--- src/rtl/riscv_sim_monitor.sv ---
// Test-completion monitor: classifies each hart as PASS/FAIL/HUNG from fetch PCs, captures a0,
// enforces a global cycle timeout and raises one registered verdict.
module riscv_sim_monitor #(
  parameter int NUM_HARTS   = 2,
  parameter int PC_W        = 32,
  parameter int CNT_W       = 16,
  parameter int STALL_LIMIT = 8
) (
  input  logic                    clk,
  input  logic                    rst,
  input  logic                    enable_i,
  input  logic [PC_W-1:0]         pass_pc_i,
  input  logic [PC_W-1:0]         fail_pc_i,
  input  logic [CNT_W-1:0]        timeout_i,
  input  logic [NUM_HARTS-1:0]    fetch_valid_i,
  input  logic [NUM_HARTS*PC_W-1:0] fetch_pc_i,
  input  logic [NUM_HARTS-1:0]    wb_valid_i,
  input  logic [NUM_HARTS*5-1:0]  wb_idx_i,
  input  logic [NUM_HARTS*32-1:0] wb_value_i,
  output logic [NUM_HARTS*2-1:0]  hart_status_o,
  output logic [NUM_HARTS*32-1:0] result_o,
  output logic [CNT_W-1:0]        cycle_count_o,
  output logic                    done_o,
  output logic                    pass_o,
  output logic                    timeout_o
);

  localparam logic [1:0] S_IDLE = 2'd0;
  localparam logic [1:0] S_RUN  = 2'd1;
  localparam logic [1:0] S_DONE = 2'd2;

  localparam logic [1:0] ST_RUN  = 2'd0;
  localparam logic [1:0] ST_PASS = 2'd1;
  localparam logic [1:0] ST_FAIL = 2'd2;
  localparam logic [1:0] ST_HUNG = 2'd3;

  localparam int REP_W = (STALL_LIMIT > 2) ? $clog2(STALL_LIMIT) : 1;
  localparam logic [REP_W-1:0] REP_HUNG = REP_W'(STALL_LIMIT - 2);

  logic [1:0]                       state;
  logic [CNT_W-1:0]                 cnt_q;
  logic [NUM_HARTS-1:0][1:0]        status_q, status_d;
  logic [NUM_HARTS-1:0][PC_W-1:0]   last_pc_q, last_pc_d;
  logic [NUM_HARTS-1:0][REP_W-1:0]  rep_q, rep_d;
  logic [NUM_HARTS-1:0][31:0]       a0_q, a0_d;

  logic [NUM_HARTS-1:0][PC_W-1:0]   pc_w;
  logic [NUM_HARTS-1:0][4:0]        idx_w;
  logic [NUM_HARTS-1:0][31:0]       val_w;

  logic all_term, all_pass, any_run_nxt, timeout_hit;

  assign pc_w  = fetch_pc_i;
  assign idx_w = wb_idx_i;
  assign val_w = wb_value_i;

  always_comb begin
    status_d  = status_q;
    last_pc_d = last_pc_q;
    rep_d     = rep_q;
    a0_d      = a0_q;
    for (int h = 0; h < NUM_HARTS; h++) begin
      if (state == S_RUN && status_q[h] == ST_RUN) begin
        if (fetch_valid_i[h]) begin
          if (pc_w[h] == fail_pc_i) begin
            status_d[h] = ST_FAIL;
          end else if (pc_w[h] == pass_pc_i) begin
            status_d[h] = ST_PASS;
          end else if (pc_w[h] == last_pc_q[h]) begin
            rep_d[h] = rep_q[h] + 1'b1;
            // STALL_LIMIT-th identical fetch: count reaches STALL_LIMIT-1
            if (rep_q[h] == REP_HUNG) status_d[h] = ST_HUNG;
          end else begin
            last_pc_d[h] = pc_w[h];
            rep_d[h]     = '0;
          end
        end
        if (wb_valid_i[h] && idx_w[h] == 5'd10) a0_d[h] = val_w[h];
      end
    end
  end

  always_comb begin
    all_term    = 1'b1;
    all_pass    = 1'b1;
    any_run_nxt = 1'b0;
    for (int h = 0; h < NUM_HARTS; h++) begin
      if (status_q[h] == ST_RUN)  all_term = 1'b0;
      if (status_q[h] != ST_PASS) all_pass = 1'b0;
      if (status_d[h] == ST_RUN)  any_run_nxt = 1'b1;
    end
  end

  // A hart terminating on the timeout cycle suppresses the timeout so completion is reported
  assign timeout_hit = (timeout_i != '0) && (cnt_q == timeout_i - CNT_W'(1)) && any_run_nxt;

  always_ff @(posedge clk) begin
    if (!rst || !enable_i) begin
      state     <= S_IDLE;
      cnt_q     <= '0;
      status_q  <= '0;
      last_pc_q <= '0;
      rep_q     <= '0;
      a0_q      <= '0;
      done_o    <= 1'b0;
      pass_o    <= 1'b0;
      timeout_o <= 1'b0;
    end else begin
      case (state)
        S_IDLE: begin
          state     <= S_RUN;
          cnt_q     <= '0;
          status_q  <= '0;
          last_pc_q <= '0;
          rep_q     <= '0;
          a0_q      <= '0;
        end
        S_RUN: begin
          status_q  <= status_d;
          last_pc_q <= last_pc_d;
          rep_q     <= rep_d;
          a0_q      <= a0_d;
          if (cnt_q != {CNT_W{1'b1}}) cnt_q <= cnt_q + CNT_W'(1);
          if (all_term) begin
            state  <= S_DONE;
            done_o <= 1'b1;
            pass_o <= all_pass;
          end else if (timeout_hit) begin
            state     <= S_DONE;
            done_o    <= 1'b1;
            timeout_o <= 1'b1;
          end
        end
        default: state <= S_DONE;
      endcase
    end
  end

  assign hart_status_o = status_q;
  assign result_o      = a0_q;
  assign cycle_count_o = cnt_q;

endmodule

--- config.mk ---
export PLATFORM = sky130hd
export DESIGN_NAME = riscv_sim_monitor
export DESIGN_NICKNAME = d
export VERILOG_FILES = /design/src/rtl/riscv_sim_monitor.sv
export SDC_FILE = /design/constraint.sdc
export NUM_CORES = 1
export LEC_CHECK = 0
export BUFFER_PORTS_ARGS = -buffer_cell sky130_fd_sc_hd__buf_2
export CORE_MARGIN = 4
export CORE_UTILIZATION = 45
export DETAILED_ROUTE_END_ITERATION = 10
export PLACE_DENSITY = 0.72
export SETUP_SLACK_MARGIN = 0.3
export SYNTH_ARGS = -nofsm -noshare
export SYNTH_HDL_FRONTEND = slang
export SYNTH_SLANG_ARGS = --single-unit
export TNS_END_PERCENT = 20
--- constraint.sdc ---
create_clock -name clk -period 6 [get_ports clk]
set_clock_uncertainty 0.15 [all_clocks]
set_input_delay 0.3 -clock clk [delete_from_list [all_inputs] [get_ports clk]]
set_output_delay 0.3 -clock clk [all_outputs]
set_load 0.01 [all_outputs]
# Yosys cells after proc, flatten, opt, wreduce, memory -nomap -nowiden
# Index checks and enable logic that the tools add are counted.
[classes]
n_addsub = 4
n_eq_ne = 29
n_mux = 53
bitwise_logic = 1
n_reduce_logical = 27
[op_table]
columns = ["op", "n"]
rows = [
  ["2-to-1 mux 32 bit", 14],
  ["one-hot mux 64 bit (2 select lines)", 2],
  ["== test 32 bit", 6],
  ["one-hot mux 16 bit (2 select lines)", 1],
  ["2-to-1 mux 3 bit", 10],
  ["2-to-1 mux 2 bit", 14],
  ["adder 16 x 1 -> 16 bit, second input constant", 1],
  ["== test 16 bit", 1],
  ["2-to-1 mux 16 bit", 1],
  ["inequality test 16 bit, second input constant", 1],
  ["inequality test 2 bit, second input constant", 8],
  ["nonzero test 16 bit", 1],
  ["subtractor 16 x 1 -> 16 bit, second input constant", 1],
  ["inequality test 2 x 1 -> 1 bit, second input constant", 7],
  ["one-hot mux 6 bit (2 select lines)", 1],
  ["AND reduction 6 bit", 2],
  ["== test 5 x 4 -> 1 bit, second input constant", 2],
  ["logical NOT 2 bit", 5],
  ["AND reduction 5 bit", 2],
  ["AND reduction 3 bit", 3],
  ["2-to-1 mux 1 bit", 8],
  ["one-hot mux 4 bit (2 select lines)", 1],
  ["adder 3 x 1 -> 3 bit, second input constant", 2],
  ["== test 3 bit, second input constant", 2],
  ["other kinds (9)", 18],
]
[word_totals]
register_bits = 159
in_bits = 225
output_inout_bits = 87
wordCells = 127

# Depth between registers and ports, before layout
# Gate-level depths: netlist of run 1.
[depth]
depth_word = 14
depth_mapped = 10
ltp_nobuf = 9

# Worst setup path before layout of run 1
# OpenSTA, ideal clock, no wires.
[synth_timing]
kind = "input to register"
from = "input port timeout_i[0]"
to = "register state[0]"
setup_ps = 120
arrival_ps = 2063
t_required_ps = 5730
setup_slack_ps = 3667
cell_stages = 10
path_buffers = 1
path_cell_list = "inv_1 -> ha_1 -> buf_2 -> nor4b_1 -> nand2_1 -> nor4b_1 -> nor2_1 -> nor4_4 -> nand2_2 -> o31a_1"
[synth_between]
elab_chain_len = 5
word_cells_on_any_way = 6
classes_between = "1 x add/sub; 2 x eq/ne; 3 x reduce/logical"
[synth_lines]
columns = ["item", "line_no", "text"]
rows = [
  ["start: declaration", "14", "input logic [CNT_W-1:0] timeout_i,"],
  ["subtractor 16 x 1 -> 16 bit", "95", "assign timeout_hit = (timeout_i != '0) && (cnt_q == timeout_i - CNT_W'(1)) && any_run_nxt;"],
  ["== test 16 bit", "95", ""],
  ["logical AND 1 bit (*) (2 in series)", "95", ""],
  ["inequality test 3 bit (no line) (*)", "-", ""],
  ["end signal: assignment", "99", "state <= S_IDLE;"],
  ["end signal: assignment", "111", "state <= S_RUN;"],
  ["end signal: assignment", "125", "state <= S_DONE;"],
  ["end: declaration", "40", "logic [1:0] state;"],
]
# Mark *: on every way between the ends. The rest lies on a longest branch, timed or not.
# A chain may end at the register's enable or synchronous reset.

# Worst setup path after layout of run 1
[layout_timing]
from = "register state[1]"
to = "register rep_q[4] (netlist bit)"
[layout_between]
elab_chain_len = 4
word_cells_on_any_way = 10
classes_between = "5 x eq/ne; 1 x mux; 4 x reduce/logical"
[layout_lines]
columns = ["item", "line_no", "text"]
rows = [
  ["== test 2 x 1 -> 1 bit", "63, 109", ""],
  ["logical AND 1 bit", "63", "if (state == S_RUN && status_q[h] == ST_RUN) begin"],
  ["inequality test 2 x 1 -> 1 bit (no line)", "-", ""],
  ["AND reduction 5 bit (no line)", "-", ""],
  ["end signal: assignment", "121", "rep_q <= rep_d;"],
  ["end: declaration", "44", "logic [NUM_HARTS-1:0][REP_W-1:0] rep_q, rep_d;"],
]
# Several ways; a longest one is shown, not always the timed one.

==> out/metrics.csv, run 1 <==
stage,metric,value,unit
clock_network,htree depth,4,
clock_network,clk root buf,clkbuf_16,
placed_design,placed cells,1404,
routing,Vias,8332,
yosys,Syn Inst Count,896,
yosys,post-synthesis simple-gate area fraction,0.165,
routing,Antenna Nets Post-Route,0,
sta,# setup viols final,0,
sta,relative slew slack,0.197,
global_route,initial antenna violation count,2,
yosys,ys async rst share,0,
placed_design,Post-DP HPWL,21700,um
placed_design,Place WS,2.54,ns
global_route,gr ovfl total,0,
sta,Slew @ Worst Pin,1.20,ns
floorplanning,Starting Density,0.460,
placed_design,Buffers on Ports,311,
clock_network,clock transition time at the flip-flop clock pins of the worst setup and hold paths,0.07,ns
floorplanning,die height,144,um
worst_setup_path,type of origin of the critical path,flip-flop,
sta,final hold vios,0,
placed_design,GPL Wtd Cong,0.972,
sta,setup TNS,0,ns
yosys,post-synthesis sequential area ratio,0.383,
yosys,mux share of post-synthesis cell area,0.00812,
sta,Slew Limit Fails,0,
power,Power Density,229,nW/um^2
yosys,largest cells by area after synthesis,"dfxtp_1, xnor2_1, a22o_1",
worst_setup_path,WP data arrival,3.69,ns
sta,post-layout minimum cycle time,3.47,ns
yosys,main combinational cell family by area after synthesis,XOR/XNOR gates,
sta,fin crit share,0.578,
yosys,post-synth cell types,66,
cells_and_area,post-route cell area,11300,um^2
global_route,vias in the first global route,8103,
clock_network,clock buffer depth,2,
power,worst vdd ir,0.000190,V
yosys,average cell area after synthesis,9.28,um^2
power,Pleak,4.79,nW
worst_setup_path,Worst Path Max Fanout,35,
routing,DRT Pass-1 Iters,5,
worst_setup_path,"Req. time, crit path",6.22,ns
routing,wire per inst,19.1,um
clock_network,clock sinks,159,
global_route,first-pass GRT wire length,43200,um
yosys,most frequent cell after synthesis,dfxtp_1,
yosys,most frequent cells after synthesis,"dfxtp_1, xnor2_1, a22o_1",
sta,fmax,288,MHz
sta,hold slack,0.0183,ns
clock_network,clock latency on the worst-skew pair,0.43,ns
routing,drt total wl,28800,um
floorplanning,Chip Width,144,um
routing,Initial DRC Count,515,
yosys,share of the synthesized area in the top cell type,0.383,
worst_setup_path,CP Class,flip-flop to flip-flop,
cells_and_area,Nets,1488,
yosys,Synth Area in XOR/XNOR,0.232,
cells_and_area,Finished Core Util,0.627,
yosys,Post-synth EDFFs,0,
global_route,Total GRT Usage,0.268,
sta,Final WS setup,2.53,ns
sta,RSZ-0062 raised after global routing,no,
yosys,Mapped Nets,1127,
yosys,compound-gate portion of the synthesized area,0.179,
status,status,finished clean,
cells_and_area,layout cell share with drive strength beyond 1,0.291,
floorplanning,Top Ports,312,
yosys,Synthesis Warnings,0,
yosys,Yosys reg bits,159,
floorplanning,die footprint,20700,um^2
clock_network,CTS tree,done,
routing,DRC errors left,0,
yosys,Synth area leader,dfxtp_1,
clock_network,TritonCTS Buffers,17,
global_route,largest net degree at the start of global routing,36,
min_path,Hold Crit Class,input pin to flip-flop,
yosys,adder-cell share of the synthesized area,0.00903,
power,Design Power,2.59,mW
floorplanning,Row Count,49,
routing,Via-to-Cell Ratio,5.53,
yosys,Mapped Area,8320,um^2
clock_network,post-CTS setup buffers,0,
cells_and_area,area delta synth->final,36.4,%
run,MaxCap Viol Count,0,
placed_design,Post-Place Cell Area,10100,um^2
yosys,"Top FF cell, synth",dfxtp_1,
cells_and_area,final cell count without fillers,1508,
floorplanning,Core Box Area,18100,um^2
worst_setup_path,CP Capture Type,flip-flop,
[final timing paths]
path | from | end | slack, ns | cells past startpoint
setup / recovery | state[1]$_SDFFE_PP0P_ | rep_q[4]$_SDFFE_PP0P_ | 2.53 | 4
hold / removal | fetch_pc_i[31] | last_pc_q[31]$_SDFFE_PP0P_ | 0.02 | 2
setup reg to reg | state[1]$_SDFFE_PP0P_ | rep_q[4]$_SDFFE_PP0P_ | 2.53 | 4
hold reg to reg | result_o[57]$_SDFFE_PP0P_ | result_o[57]$_SDFFE_PP0P_ | 0.32 | 1
[kinds of logic (layout without fill, tap and decap cells)]
logic type | after synthesis | after routing
AOI/OAI and AO/OA | 195 | 195
xor gates and xnor gates | 220 | 220
adders and majority gates | 6 | 6
buffers and inverters | 51 | 425
DFF | 159 | 159
muxes | 6 | 6
other | 0 | 9
and+or+nand+nor | 259 | 259
[what timing repair did]
| action | in CTS | in global routing |
|---|---|---|
| hold buffers | 63 | 0 |
| hold endpoints to repair | 63 | 0 |
| endpoints found under the setup margin | 0 | 0 |
| gates resized for setup | 0 | 0 |
[area by class of cell]
cell class | instances | area [um^2]
antenna | 9 | 22.5
clock buffer | 17 | 425
clock inverter | 15 | 193
fill | 1556 | 6740
inverter | 12 | 45.0
multi-input combinational | 686 | 4950
sequential | 159 | 3180
tap | 229 | 287
timing repair buffer | 381 | 2240
[power by group]
group	switching [mW]	internal, mW	total, mW
logic	0.203	0.187	0.390
clock network	0.518	0.602	1.12
registers	0.0120	1.07	1.08
[critical path, cell delays in order (launching register included)]
cell,delay [ns]
dfxtp_1,0.83
clkinv_1,0.45
a21oi_1,0.60
o21a_1,1.02
o221a_2,0.35
[flip-flops by register name (all words and copies together) (netlist names)]
register and flops:
result_o 64, timeout_o 1, rep_q 6, done_o 1, pass_o 1, last_pc_q 64
cycle_count_o 16, hart_status_o 4, state 2
[cell usage in the layout (no fill, tap or decap), drive strengths merged, types with 3 or more instances in the layout]
cell | Yosys | routed
dfxtp | 159 | 159
nor3b | 3 | 3
buf | 8 | 318
a22o | 96 | 96
clkinv | 1 | 6
o211ai | 5 | 5
a21boi | 4 | 4
o21ai | 13 | 13
nor4b | 3 | 3
and4 | 5 | 5
nor4 | 26 | 26
a21oi | 43 | 43
nand3 | 15 | 15
mux2 | 3 | 3
dlygate4sd3 | 0 | 63
a31oi | 3 | 3
mux2i | 3 | 3
inv | 11 | 18
or3 | 4 | 4
diode | 0 | 9
a211oi | 3 | 3
nor3 | 10 | 10
nand4 | 51 | 51
xor2 | 63 | 63
o21a | 5 | 5
nand2 | 54 | 54
or4 | 3 | 3
clkbuf | 31 | 17
xnor2 | 157 | 157
o31ai | 3 | 3
nor2 | 68 | 68
ha | 6 | 6
[per-layer routing]
layer / wire length [um] / GRT usage
met5: 26 / 0
met4: 862 / 0.105
met3: 2450 / 0.0789
met2: 13900 / 0.437
met1: 11600 / 0.335
Note: power is estimated with default switching activity, not from simulation.
==> run 2, diff against run 1 <==
Clock period 6 ns to 3.2 ns, I/O delays scaled along.
==> out/metrics.csv, run 2 (synthesis gave the netlist of run 1 again) <==
stage,metric,value,unit
status,status,finished clean,
routing,routed wl met2,14500,um
power,Power Density,403,nW/um^2
global_route,vias in the first global route,8487,
routing,Metal-1 WL,12000,um
floorplanning,Row Count,49,
sta,Slew Limit Fails,0,
worst_setup_path,CP Class,input pin to flip-flop,
floorplanning,die footprint,20700,um^2
floorplanning,Top Ports,312,
power,Clock power frac,0.418,
routing,drt total wl,30200,um
cells_and_area,area delta synth->final,45.5,%
sta,hold slack,0.0806,ns
cells_and_area,"most common cell after layout, fill and taps aside",buf_2,
power,P_int,3.56,mW
power,Pleak,5.12,nW
routing,Via-to-Cell Ratio,5.51,
routing,Initial DRC Count,688,
run,MaxCap Viol Count,0,
worst_setup_path,WP data arrival,2.98,ns
placed_design,GPL Wtd Cong,1.03,
floorplanning,die height,144,um
worst_setup_path,type of origin of the critical path,input pin,
placed_design,Buffers on Ports,311,
sta,fin crit share,0.881,
power,worst vdd ir,0.000316,V
placed_design,placed cells,1414,
clock_network,clock sinks,159,
power,Net Sw Power,1.32,mW
cells_and_area,final cell count without fillers,1584,
cells_and_area,Layout fillers,1443,
clock_network,CTS tree,done,
routing,top routing layer in use,met5,
worst_setup_path,CP Capture Type,flip-flop,
clock_network,clk root buf,clkbuf_16,
routing,wire per inst,19.0,um
worst_setup_path,Worst Path Max Fanout,22,
power,Comb power frac,0.167,
global_route,first-pass GRT wire length,45500,um
sta,relative slew slack,0.251,
routing,Vias,8726,
global_route,Total GRT Usage,0.282,
floorplanning,Chip Width,144,um
power,Flop pwr share,0.416,
global_route,gr ovfl total,0,
clock_network,clock latency on the worst-skew pair,0.42,ns
sta,final hold vios,0,
sta,Slew @ Worst Pin,1.12,ns
routing,DRC errors left,0,
cells_and_area,layout cell share with drive strength beyond 1,0.284,
clock_network,clock buffer depth,2,
cells_and_area,most frequent cells in the layout,"buf_2, dfxtp_1, xnor2_1",
routing,Antenna Nets Post-Route,0,
floorplanning,Core Box Area,18100,um^2
sta,setup TNS,0,ns
global_route,initial antenna violation count,3,
worst_setup_path,"Req. time, crit path",3.35,ns
floorplanning,Starting Density,0.460,
worst_setup_path,slowest CP cell,nor4_1,
cells_and_area,Nets,1566,
global_route,largest net degree at the start of global routing,36,
clock_network,htree depth,4,
sta,# setup viols final,0,
sta,post-layout minimum cycle time,2.82,ns
worst_setup_path,CP max stage delay,0.61,ns
worst_setup_path,crit-path cells,"dlygate4sd3_1, buf_2, xnor2_1, nand4_1, nor4_1, a21oi_1, and3_1, and2_1, buf_12, a22o_1",
sta,fmax,355,MHz
routing,DRT Pass-1 Iters,5,
power,switching share of power,0.270,
routing,DR WL met3,2710,um
min_path,Hold Crit Class,input pin to flip-flop,
clock_network,TritonCTS Buffers,17,
sta,RSZ-0062 raised after global routing,no,
power,Design Power,4.88,mW
placed_design,Post-DP HPWL,22200,um
clock_network,clock transition time at the flip-flop clock pins of the worst setup and hold paths,0.06,ns
## run 2: final cells by class
| cell class | instances | area, um^2 | area share |
|---|---|---|---|
| Antenna cell | 7 | 17.5 | 0.00145 |
| Clock buffer | 19 | 453 | 0.0374 |
| Clock inverter | 13 | 143 | 0.0118 |
| Inverter | 12 | 45.0 | 0.00372 |
| Multi-Input combinational cell | 686 | 4970 | 0.410 |
| Sequential cell | 159 | 3180 | 0.263 |
| Tap cell | 229 | 287 | 0.0237 |
| Timing Repair Buffer | 459 | 3010 | 0.249 |
## run 2: path summary, 6_finish.rpt
check	end	cells after the start	start	slack (ns)
worst max-delay path	last_pc_q[19]$_SDFFE_PP0P_	10	fetch_pc_i[3]	0.38
worst min-delay path	hart_status_o[0]$_SDFFE_PP0P_	5	fetch_valid_i[0]	0.08
worst max register to register	last_pc_q[19]$_SDFFE_PP0P_	8	last_pc_q[3]$_SDFFE_PP0P_	0.53
worst min register to register	result_o[37]$_SDFFE_PP0P_	1	result_o[37]$_SDFFE_PP0P_	0.33
## run 2: per-layer routing
metal,vias up,GRT usage
li1,4131,-
met1,4064,0.355
met2,443,0.452
met3,86,0.0852
met4,2,0.113
met5,-,0
## run 2: worst max-delay path: cells and delay by family
kind / cells / cell delay, ns
AND/OR/NAND/NOR: 4 / 1.36
buffers and inverters: 3 / 0.99
AO/OA/AOI/OAI: 2 / 0.31
XOR/XNOR: 1 / 0.15
## run 2: per-stage QoR
stage | util | setup WS (ns) | instance area, um^2
global placement | 0.562 | 0.598 | 10200
CTS | 0.667 | 0.453 | 12100
global route | 0.668 | 0.328 | 12100
finish | 0.669 | 0.379 | 12100
detailed placement | 0.562 | 0.588 | 10200
floorplan | - | 0.949 | 8320
## run 2: repair_timing
| item | CTS | global route |
|---|---|---|
| hold endpoints to repair | 130 | 0 |
| endpoints found under the setup margin | 0 | 26 |
| setup buffers | 0 | 0 |
| hold buffers | 131 | 0 |
| gates resized for setup | 0 | 3 |
## run 2: power by group through the flow
stage               sequential (mW)  clock (mW)  combinational (mW)
finish                         2.03        2.04               0.814
global route                   2.03        2.16               0.870
CTS                            2.03        2.07               0.794
detailed placement             2.07           0               0.665
global placement               2.07           0               0.662
floorplan                      2.08           0               0.313
